===== src/rtl/runway_pkg.sv =====
// Shared types and direction-select encodings for the runway light arbiter.
package runway_pkg;

    typedef enum logic [1:0] {
        IDLE    = 2'd0,
        GRANT_L = 2'd1,
        GRANT_R = 2'd2,
        CALM    = 2'd3
    } state_t;

    localparam logic [1:0] SW_CALM = 2'b00;
    localparam logic [1:0] SW_R2L  = 2'b01;
    localparam logic [1:0] SW_L2R  = 2'b10;

    // Moore decode of the runway select; 2'b11 is unreachable by construction.
    function automatic logic [1:0] sw_of(input state_t s);
        case (s)
            GRANT_L: sw_of = SW_L2R;
            GRANT_R: sw_of = SW_R2L;
            default: sw_of = SW_CALM;
        endcase
    endfunction

endpackage


===== src/rtl/runway_hold_timer.sv =====
// Loadable down-counter that times both the grant window and the calm guard.
module runway_hold_timer #(
    parameter int CNT_W = 3
) (
    input  logic             clk,
    input  logic             reset,
    input  logic             load,
    input  logic [CNT_W-1:0] load_val,
    input  logic             hold,
    output logic             zero
);

    logic [CNT_W-1:0] cnt;

    // load beats hold; an idle counter parks at zero rather than wrapping.
    always_ff @(posedge clk or posedge reset) begin
        if (reset) begin
            cnt <= '0;
        end else if (load) begin
            cnt <= load_val;
        end else if (!hold && (cnt != '0)) begin
            cnt <= cnt - CNT_W'(1);
        end
    end

    assign zero = (cnt == '0);

endmodule


===== src/rtl/runway_arbiter.sv =====
// Round-robin arbiter sharing the runway light block between the left and
// right approaches, with bounded grant windows and a calm guard between grants.
module runway_arbiter
    import runway_pkg::*;
#(
    parameter int HOLD_CYC = 8,
    parameter int CALM_CYC = 3
) (
    input  logic       clk,
    input  logic       reset,
    input  logic       req_l,
    input  logic       req_r,
    input  logic       emerg,
    output logic [1:0] sw,
    output logic       gnt_l,
    output logic       gnt_r,
    output logic       busy,
    output logic [7:0] n_served
);

    localparam int MAX_CYC = (HOLD_CYC > CALM_CYC) ? HOLD_CYC : CALM_CYC;
    localparam int CNT_W   = $clog2(MAX_CYC + 1);
    localparam logic [CNT_W-1:0] HOLD_V = CNT_W'(HOLD_CYC - 1);
    localparam logic [CNT_W-1:0] CALM_V = CNT_W'(CALM_CYC - 1);

    // Handshake: req_x is a level held by the requester for as long as it wants
    // the runway; gnt_x rises the cycle after a winning sample and stays high
    // until the window expires, req_x is sampled low, or emerg is sampled high.
    state_t           state;
    state_t           next_state;
    state_t           arb_state;
    logic             last_l;
    logic             served;
    logic             tmr_load;
    logic             tmr_hold;
    logic [CNT_W-1:0] tmr_val;
    logic             tmr_zero;

    runway_hold_timer #(.CNT_W(CNT_W)) u_timer (
        .clk      (clk),
        .reset    (reset),
        .load     (tmr_load),
        .load_val (tmr_val),
        .hold     (tmr_hold),
        .zero     (tmr_zero)
    );

    always_comb begin
        arb_state = IDLE;
        if (req_l && (!req_r || !last_l)) begin
            arb_state = GRANT_L;
        end else if (req_r) begin
            arb_state = GRANT_R;
        end
    end

    always_comb begin
        next_state = state;
        tmr_load   = 1'b0;
        tmr_hold   = 1'b0;
        tmr_val    = '0;
        served     = 1'b0;
        if (emerg) begin
            // Reloading every cycle pins the guard at full length until emerg drops.
            next_state = CALM;
            tmr_load   = 1'b1;
            tmr_val    = CALM_V;
        end else begin
            case (state)
                IDLE: begin
                    next_state = arb_state;
                    tmr_hold   = 1'b1;
                    if (arb_state != IDLE) begin
                        tmr_load = 1'b1;
                        tmr_val  = HOLD_V;
                    end
                end
                GRANT_L: begin
                    if (tmr_zero || !req_l) begin
                        next_state = CALM;
                        tmr_load   = 1'b1;
                        tmr_val    = CALM_V;
                        served     = 1'b1;
                    end
                end
                GRANT_R: begin
                    if (tmr_zero || !req_r) begin
                        next_state = CALM;
                        tmr_load   = 1'b1;
                        tmr_val    = CALM_V;
                        served     = 1'b1;
                    end
                end
                CALM: begin
                    if (tmr_zero) begin
                        next_state = arb_state;
                        if (arb_state != IDLE) begin
                            tmr_load = 1'b1;
                            tmr_val  = HOLD_V;
                        end else begin
                            tmr_hold = 1'b1;
                        end
                    end
                end
                default: next_state = IDLE;
            endcase
        end
    end

    // Outputs are registered from next_state so they always equal decode(state).
    always_ff @(posedge clk or posedge reset) begin
        if (reset) begin
            state    <= IDLE;
            last_l   <= 1'b0;
            n_served <= 8'd0;
            sw       <= SW_CALM;
            gnt_l    <= 1'b0;
            gnt_r    <= 1'b0;
            busy     <= 1'b0;
        end else begin
            state <= next_state;
            if (served) begin
                n_served <= n_served + 8'd1;
                last_l   <= (state == GRANT_L);
            end
            sw    <= sw_of(next_state);
            gnt_l <= (next_state == GRANT_L);
            gnt_r <= (next_state == GRANT_R);
            busy  <= (next_state != IDLE);
        end
    end

endmodule


===== config.mk =====
export PLATFORM = sky130hd
export DESIGN_NAME = runway_arbiter
export DESIGN_NICKNAME = d
export VERILOG_FILES = /design/src/rtl/runway_pkg.sv /design/src/rtl/runway_hold_timer.sv /design/src/rtl/runway_arbiter.sv
export SDC_FILE = /design/constraint.sdc
export NUM_CORES = 1
export LEC_CHECK = 0
export ABC_AREA = 1
export BUFFER_PORTS_ARGS = -buffer_cell sky130_fd_sc_hd__buf_2
export CORE_ASPECT_RATIO = 1.5
export CORE_MARGIN = 3
export CORE_UTILIZATION = 30
export CTS_CLUSTER_DIAMETER = 150
export CTS_CLUSTER_SIZE = 14
export DETAILED_ROUTE_END_ITERATION = 10
export PLACE_DENSITY = 0.53
export SYNTH_ARGS = -nofsm -noshare
export SYNTH_HDL_FRONTEND = slang
export SYNTH_SLANG_ARGS = --single-unit

===== constraint.sdc =====
create_clock -name clk -period 2.8 [get_ports clk]
set_input_delay 0.14 -clock clk [delete_from_list [all_inputs] [get_ports clk]]
set_output_delay 0.14 -clock clk [all_outputs]
set_load 0.005 [all_outputs]

# Word level (Yosys, flattened, before mapping)
# Index checks and enable logic that the tools add are counted.
# classes
n_addsub	2
n_eq_ne	5
mux	28
reduce_logical	15
# ops
op	count
$mux 2	8
$pmux 4 s4	1
$mux 4	3
$mux 1	9
$add 8x1->8 const B	1
$pmux 2 s4	1
$eq 2x2->1 const B	3
$mux 3	2
$reduce_bool 2->1	3
$eq 2x1->1 const B	2
$logic_not 1->1	4
$logic_not 4->1	1
$pmux 1 s2	2
$pmux 1 s4	1
$pmux 2 s2	1
$reduce_bool 4->1	1
$sub 4x1->4 const B	1
$logic_or 1x1->1	3
$logic_and 1x1->1	2
$logic_not 2->1	1
# word_totals
register_bits	20
in_bits	5
output_inout_bits	13

# Depth between registers and ports, before layout
# logic_depth
ltp_word	13
mapped_depth	11
ltp_nobuf	11

# Hierarchy
# Synthesis repeated with hierarchy kept, for this count alone.
# unflattened
cells_unflattened	172
area_unflattened_um2	1206.2
# modules_own_cells
module	instances	cells_each	area_per_inst_um2
runway_arbiter	1	124	913.4
runway_hold_timer	1	48	292.8

# Worst setup path before layout
# Ideal clock, no wire load.
# synth_timing
path_kind	register to register
startpoint	reg state[0]
endpoint	reg u_timer.cnt[3]
arrival_time_ps	1374
t_required_ps	2681
slack_ps	1306
path_stages_with_launch	8
path_cell_list	dfrtp_1 inv_1 ha_1 o21ai_0 inv_1 nand2_1 xor2_1 nor2_1
# synth_via
elab_chain_cells	6
word_cells_on_any_way	12
classes_between	eq/ne (3); mux (5); reduce/logical (4)
# synth_rtl
item	line_no	rtl
from (decl)	runway_arbiter.sv:29	state_t state;
from (signal assigned)	runway_arbiter.sv:121	state <= next_state;
$eq 2x2->1 or $logic_not 2->1 (tied branches)	runway_arbiter.sv:69	case (state)
$pmux 1 s2	runway_arbiter.sv:69	
$mux 1	runway_arbiter.sv:63	if (emerg) begin
$logic_not 1->1	runway_hold_timer.sv:21	end else if (!hold && (cnt != '0)) begin
$logic_and 1x1->1	runway_hold_timer.sv:21	
$reduce_bool 2->1 (no line)	-	
to (signal assigned)	runway_hold_timer.sv:20	cnt <= load_val;
to (signal assigned)	runway_hold_timer.sv:22	cnt <= cnt - CNT_W'(1);
to (decl)	runway_hold_timer.sv:13	logic [CNT_W-1:0] cnt;
# Several ways; a longest one is shown, not always the timed one.
# A chain may end at the register's enable or synchronous reset.

# Worst setup path after layout
# Same ends and word-level chain as after synthesis.

==> run summary <==
The run gives 0.5447 as the remaining max-slew budget at the tightest pin. The run gives 1730 µm as the HPWL after detailed placement. Setup violations remaining at the end of the flow were counted as 0. In the final timing run, aggregate negative setup slack is 0 ps. The die covers 0.004443 mm². The tree is rooted in a sky130_fd_sc_hd__clkbuf_8. For this design the static power due to leakage is 0.6377 nW. At the end of routability-driven placement, the weighted congestion stood at 0.7903. The flow ran to the end, but the final reports show violations.

From left edge to right edge, the die measures 55.44 µm. Before antenna repair, the detailed router went through 3 iterations. The number of buffers inserted by hold repair at cts was 0. TritonCTS built the clock tree. After detailed routing, the number of vias per cell comes to 4.600. The total power per unit cell area was 1003 mW/mm². For the finished layout, the period the worst path requires is 1663 ps. The antenna diode count is 0, and the post-synthesis area per instance is 8.460 µm².

Depth of the worst register-to-register path: 7. The final routed wirelength across all metal layers is 2116 µm. Setup repair after global routing left no endpoint under its margin.

The global router's overall resource usage came out at 0.1043. Based on the critical path, the design can be clocked at up to 601.4 MHz. The number of vias in the routed layout is 874, and the number of instances in the placed design is 186.

The number of antenna violations at the first check in global routing is 0. For this run, design rule violations remaining after detail routing come to 0. The CTS clock-pin slew for the worst setup and hold paths was 70 ps. The final clock period utilization by the worst path came out at 0.5938. Effective utilization at floorplan: 0.3189. The fraction of final layout cells with drive strength greater than 1 was 0.2500; the number of nets in the final layout was 160.

The count of yosys warnings during synthesis was 0. The overall die height was 80.16 µm. Dividing the detail-routed wire length by the instance count gives 11.14 µm. The share of the yosys chip area belonging to registers came out at 0.4096.

The tightest min-delay check is of the primary input to asynchronous set/reset pin type. The count of cells in the finished layout, fillers not included, comes to 190. Buffers inserted during clock tree synthesis total 3. Remaining antenna violation count: 0. The category of the critical setup timing path was register to register.

The worst vdd rail ir drop is 0.2909 mV, and the number of max-cap violations is 0. The tools report the placement row count as 26. The logs give 1 for the maximum level of the CTS H-tree and 2 for the clock tree buffer depth. The first global-routing pass estimated 3670 µm of wire. In this run, synthesis produced a sequential element count of 18.

Port buffering added 17 buffers. In this run the standard cell core region covers 0.003448 mm². The post-synthesis instance area is 0.001100 mm². For the post-route clock skew, the log shows 3.406 ps.

The kind of start point of the critical path is a register. The logs give 371 for the number of filler instances in the final layout and 0 for the number of gates resized after CTS. Data on the critical path is required at its endpoint by 2940 ps. The run gives 0 as the buffer count from post-CTS setup fixing. The number of pins with negative max-slew slack in the final report came out at 0. The number of hold violations in the final report is 18. The first routing iteration left 19 violations. Pin count of the biggest net entering global routing: 19. The tightest hold margin is -19.84 ps. Counting every net in the synthesized netlist gives 141. The critical path capture point type was a register. The number of global-route vias before repair is 913. At the pin with the least slew margin, the transition time is 682.2 ps.

The data arrival time at the worst-slack endpoint is 1810 ps. Counting every instance in the synthesized netlist gives 130. At the later pin of the worst-skew pair, clock insertion delay measures 250 ps. The final reports fail on negative hold slack. For the total power of the final layout, the log shows 1.270 mW. The number of sinks on the clock net was 18. Global routing finished with a remaining overflow of 0. Of all nets on the critical path, the largest fanout is 4. In this run the count of I/O pins placed on the die edge is 18. Number of distinct library cells after synthesis: 26. Relative to the synthesized area, the layout overhead comes to 15.13%.
==> metrics by stage <==
stage | worst slack, ps | hold slack, ps | instance area, µm² | util
after floorplan | 1306 | 78.57 | 1100 | -
final | 1137 | -19.84 | 1266 | 0.3672
after global placement | 1204 | 284.6 | 1211 | 0.3512
after global routing | 1032 | 45.12 | 1266 | 0.3672
after CTS | 1131 | 7.990 | 1266 | 0.3672
after detailed placement | 1156 | 285.9 | 1211 | 0.3512
==> where the power goes <==
group          switching [mW]  internal, mW  total (mW)
logic                   0.388         0.241       0.629
clock network          0.0845         0.125       0.209
registers              0.0756         0.357       0.432
==> placed cells by master, fill, tap and decap left out <==
cell type / Yosys / final
sky130_fd_sc_hd__nand3b_1: 1 / 1
sky130_fd_sc_hd__xnor2_1: 3 / 3
sky130_fd_sc_hd__a21oi_2: 3 / 3
sky130_fd_sc_hd__ha_1: 6 / 6
sky130_fd_sc_hd__o21ai_0: 2 / 2
sky130_fd_sc_hd__nor2_2: 1 / 1
sky130_fd_sc_hd__o21ai_1: 1 / 1
sky130_fd_sc_hd__xor2_1: 6 / 6
sky130_fd_sc_hd__nor3_1: 4 / 4
sky130_fd_sc_hd__nand3_1: 5 / 5
sky130_fd_sc_hd__nand2_1: 28 / 28
sky130_fd_sc_hd__inv_1: 24 / 24
sky130_fd_sc_hd__a21oi_1: 2 / 2
sky130_fd_sc_hd__or2_2: 1 / 1
sky130_fd_sc_hd__clkbuf_8: 0 / 4
sky130_fd_sc_hd__nand2_4: 1 / 1
sky130_fd_sc_hd__a31oi_1: 1 / 1
sky130_fd_sc_hd__nor2_1: 4 / 4
sky130_fd_sc_hd__buf_2: 0 / 17
sky130_fd_sc_hd__o21ai_2: 4 / 4
sky130_fd_sc_hd__nand4_1: 5 / 5
sky130_fd_sc_hd__dfrtp_1: 18 / 18
sky130_fd_sc_hd__nand3_4: 1 / 1
sky130_fd_sc_hd__nand4_2: 1 / 1
sky130_fd_sc_hd__nand2_2: 4 / 4
sky130_fd_sc_hd__clkinv_1: 1 / 1
==> worst paths after layout <==
check	startpoint	end	slack, ps
worst max register to register	state[0]	u_timer.cnt[3]	1140
worst min register to register	last_l	last_l	490
worst max-delay path	state[0]	u_timer.cnt[3]	1140
worst min-delay path	reset	u_timer.cnt[2]	-20
max in group asynchronous	reset	state[0]	2390
min in group clk	req_r	busy	310
==> kinds of logic after synthesis <==
| family | count (synthesis) | share of synthesized area |
|---|---|---|
| AOI/OAI and AO/OA | 13 | 0.08419 |
| xor gates and xnor gates | 9 | 0.07168 |
| adders and majority gates | 6 | 0.06826 |
| buffers and inverters | 28 | 0.1092 |
| DFF | 18 | 0.4096 |
| and+or+nand+nor | 56 | 0.2571 |
==> cell type report <==
type	instances	area, µm²	share of cell area
multi-input cells	84	529.3	0.4180
clock buffers	4	55.05	0.04348
inverters	25	93.84	0.07411
flip-flops and latches	18	450.4	0.3557
repair buffers	17	85.08	0.06719
well taps	42	52.55	0.04150
==> sequential cells by signal, indices dropped and copies added, names as in the netlist <==
name / flops
busy: 1
last_l: 1
n_served: 8
state: 2
sw: 2
u_timer.cnt: 4
==> cell usage after synthesis <==
library cell               number  area, µm²
sky130_fd_sc_hd__buf_6          1      11.26
sky130_fd_sc_hd__a21oi_1        2      10.01
sky130_fd_sc_hd__clkinv_1       1      3.750
sky130_fd_sc_hd__buf_4          2      15.01
sky130_fd_sc_hd__a31oi_1        1      6.260
sky130_fd_sc_hd__o21ai_2        4      35.03
sky130_fd_sc_hd__o21ai_0        2      10.01
sky130_fd_sc_hd__a21oi_2        3      26.28
sky130_fd_sc_hd__ha_1           6      75.07
sky130_fd_sc_hd__inv_1         24      90.09
sky130_fd_sc_hd__nand2_2        4      25.02
sky130_fd_sc_hd__nand3_1        5      25.02
sky130_fd_sc_hd__nor2_1         4      15.01
sky130_fd_sc_hd__dfrtp_1       18      450.4
sky130_fd_sc_hd__nor3_1         4      20.02
sky130_fd_sc_hd__nand3_4        1      17.52
sky130_fd_sc_hd__nand4_1        5      31.28
sky130_fd_sc_hd__nand3b_1       1      7.510
sky130_fd_sc_hd__nor2_2         1      6.260
sky130_fd_sc_hd__o21ai_1        1      5.000
sky130_fd_sc_hd__xor2_1         6      52.55
sky130_fd_sc_hd__nand4_2        1      12.51
sky130_fd_sc_hd__nand2_1       28      105.1
sky130_fd_sc_hd__xnor2_1        3      26.28
sky130_fd_sc_hd__nand2_4        1      11.26
sky130_fd_sc_hd__or2_2          1      6.260
==> routing by layer <==
| layer | vias to the layer above | part of all wire | track usage |
|---|---|---|---|
| met5 | - | 0 | 0 |
| met2 | 19 | 0.53 | 0.1931 |
| li1 | 439 | - | - |
| met4 | 0 | 0.042 | 0.08029 |
| met1 | 406 | 0.39 | 0.09812 |
| met3 | 10 | 0.034 | 0.02251 |
==> critical path: stages (launching register included) <==
cell	delay, ps
sky130_fd_sc_hd__dfrtp_1	380
sky130_fd_sc_hd__inv_1	90
sky130_fd_sc_hd__ha_1	370
sky130_fd_sc_hd__o21ai_0	320
sky130_fd_sc_hd__inv_1	110
sky130_fd_sc_hd__nand2_1	90
sky130_fd_sc_hd__xor2_1	140
sky130_fd_sc_hd__nor2_1	50
(Power assumes the default switching activity.)
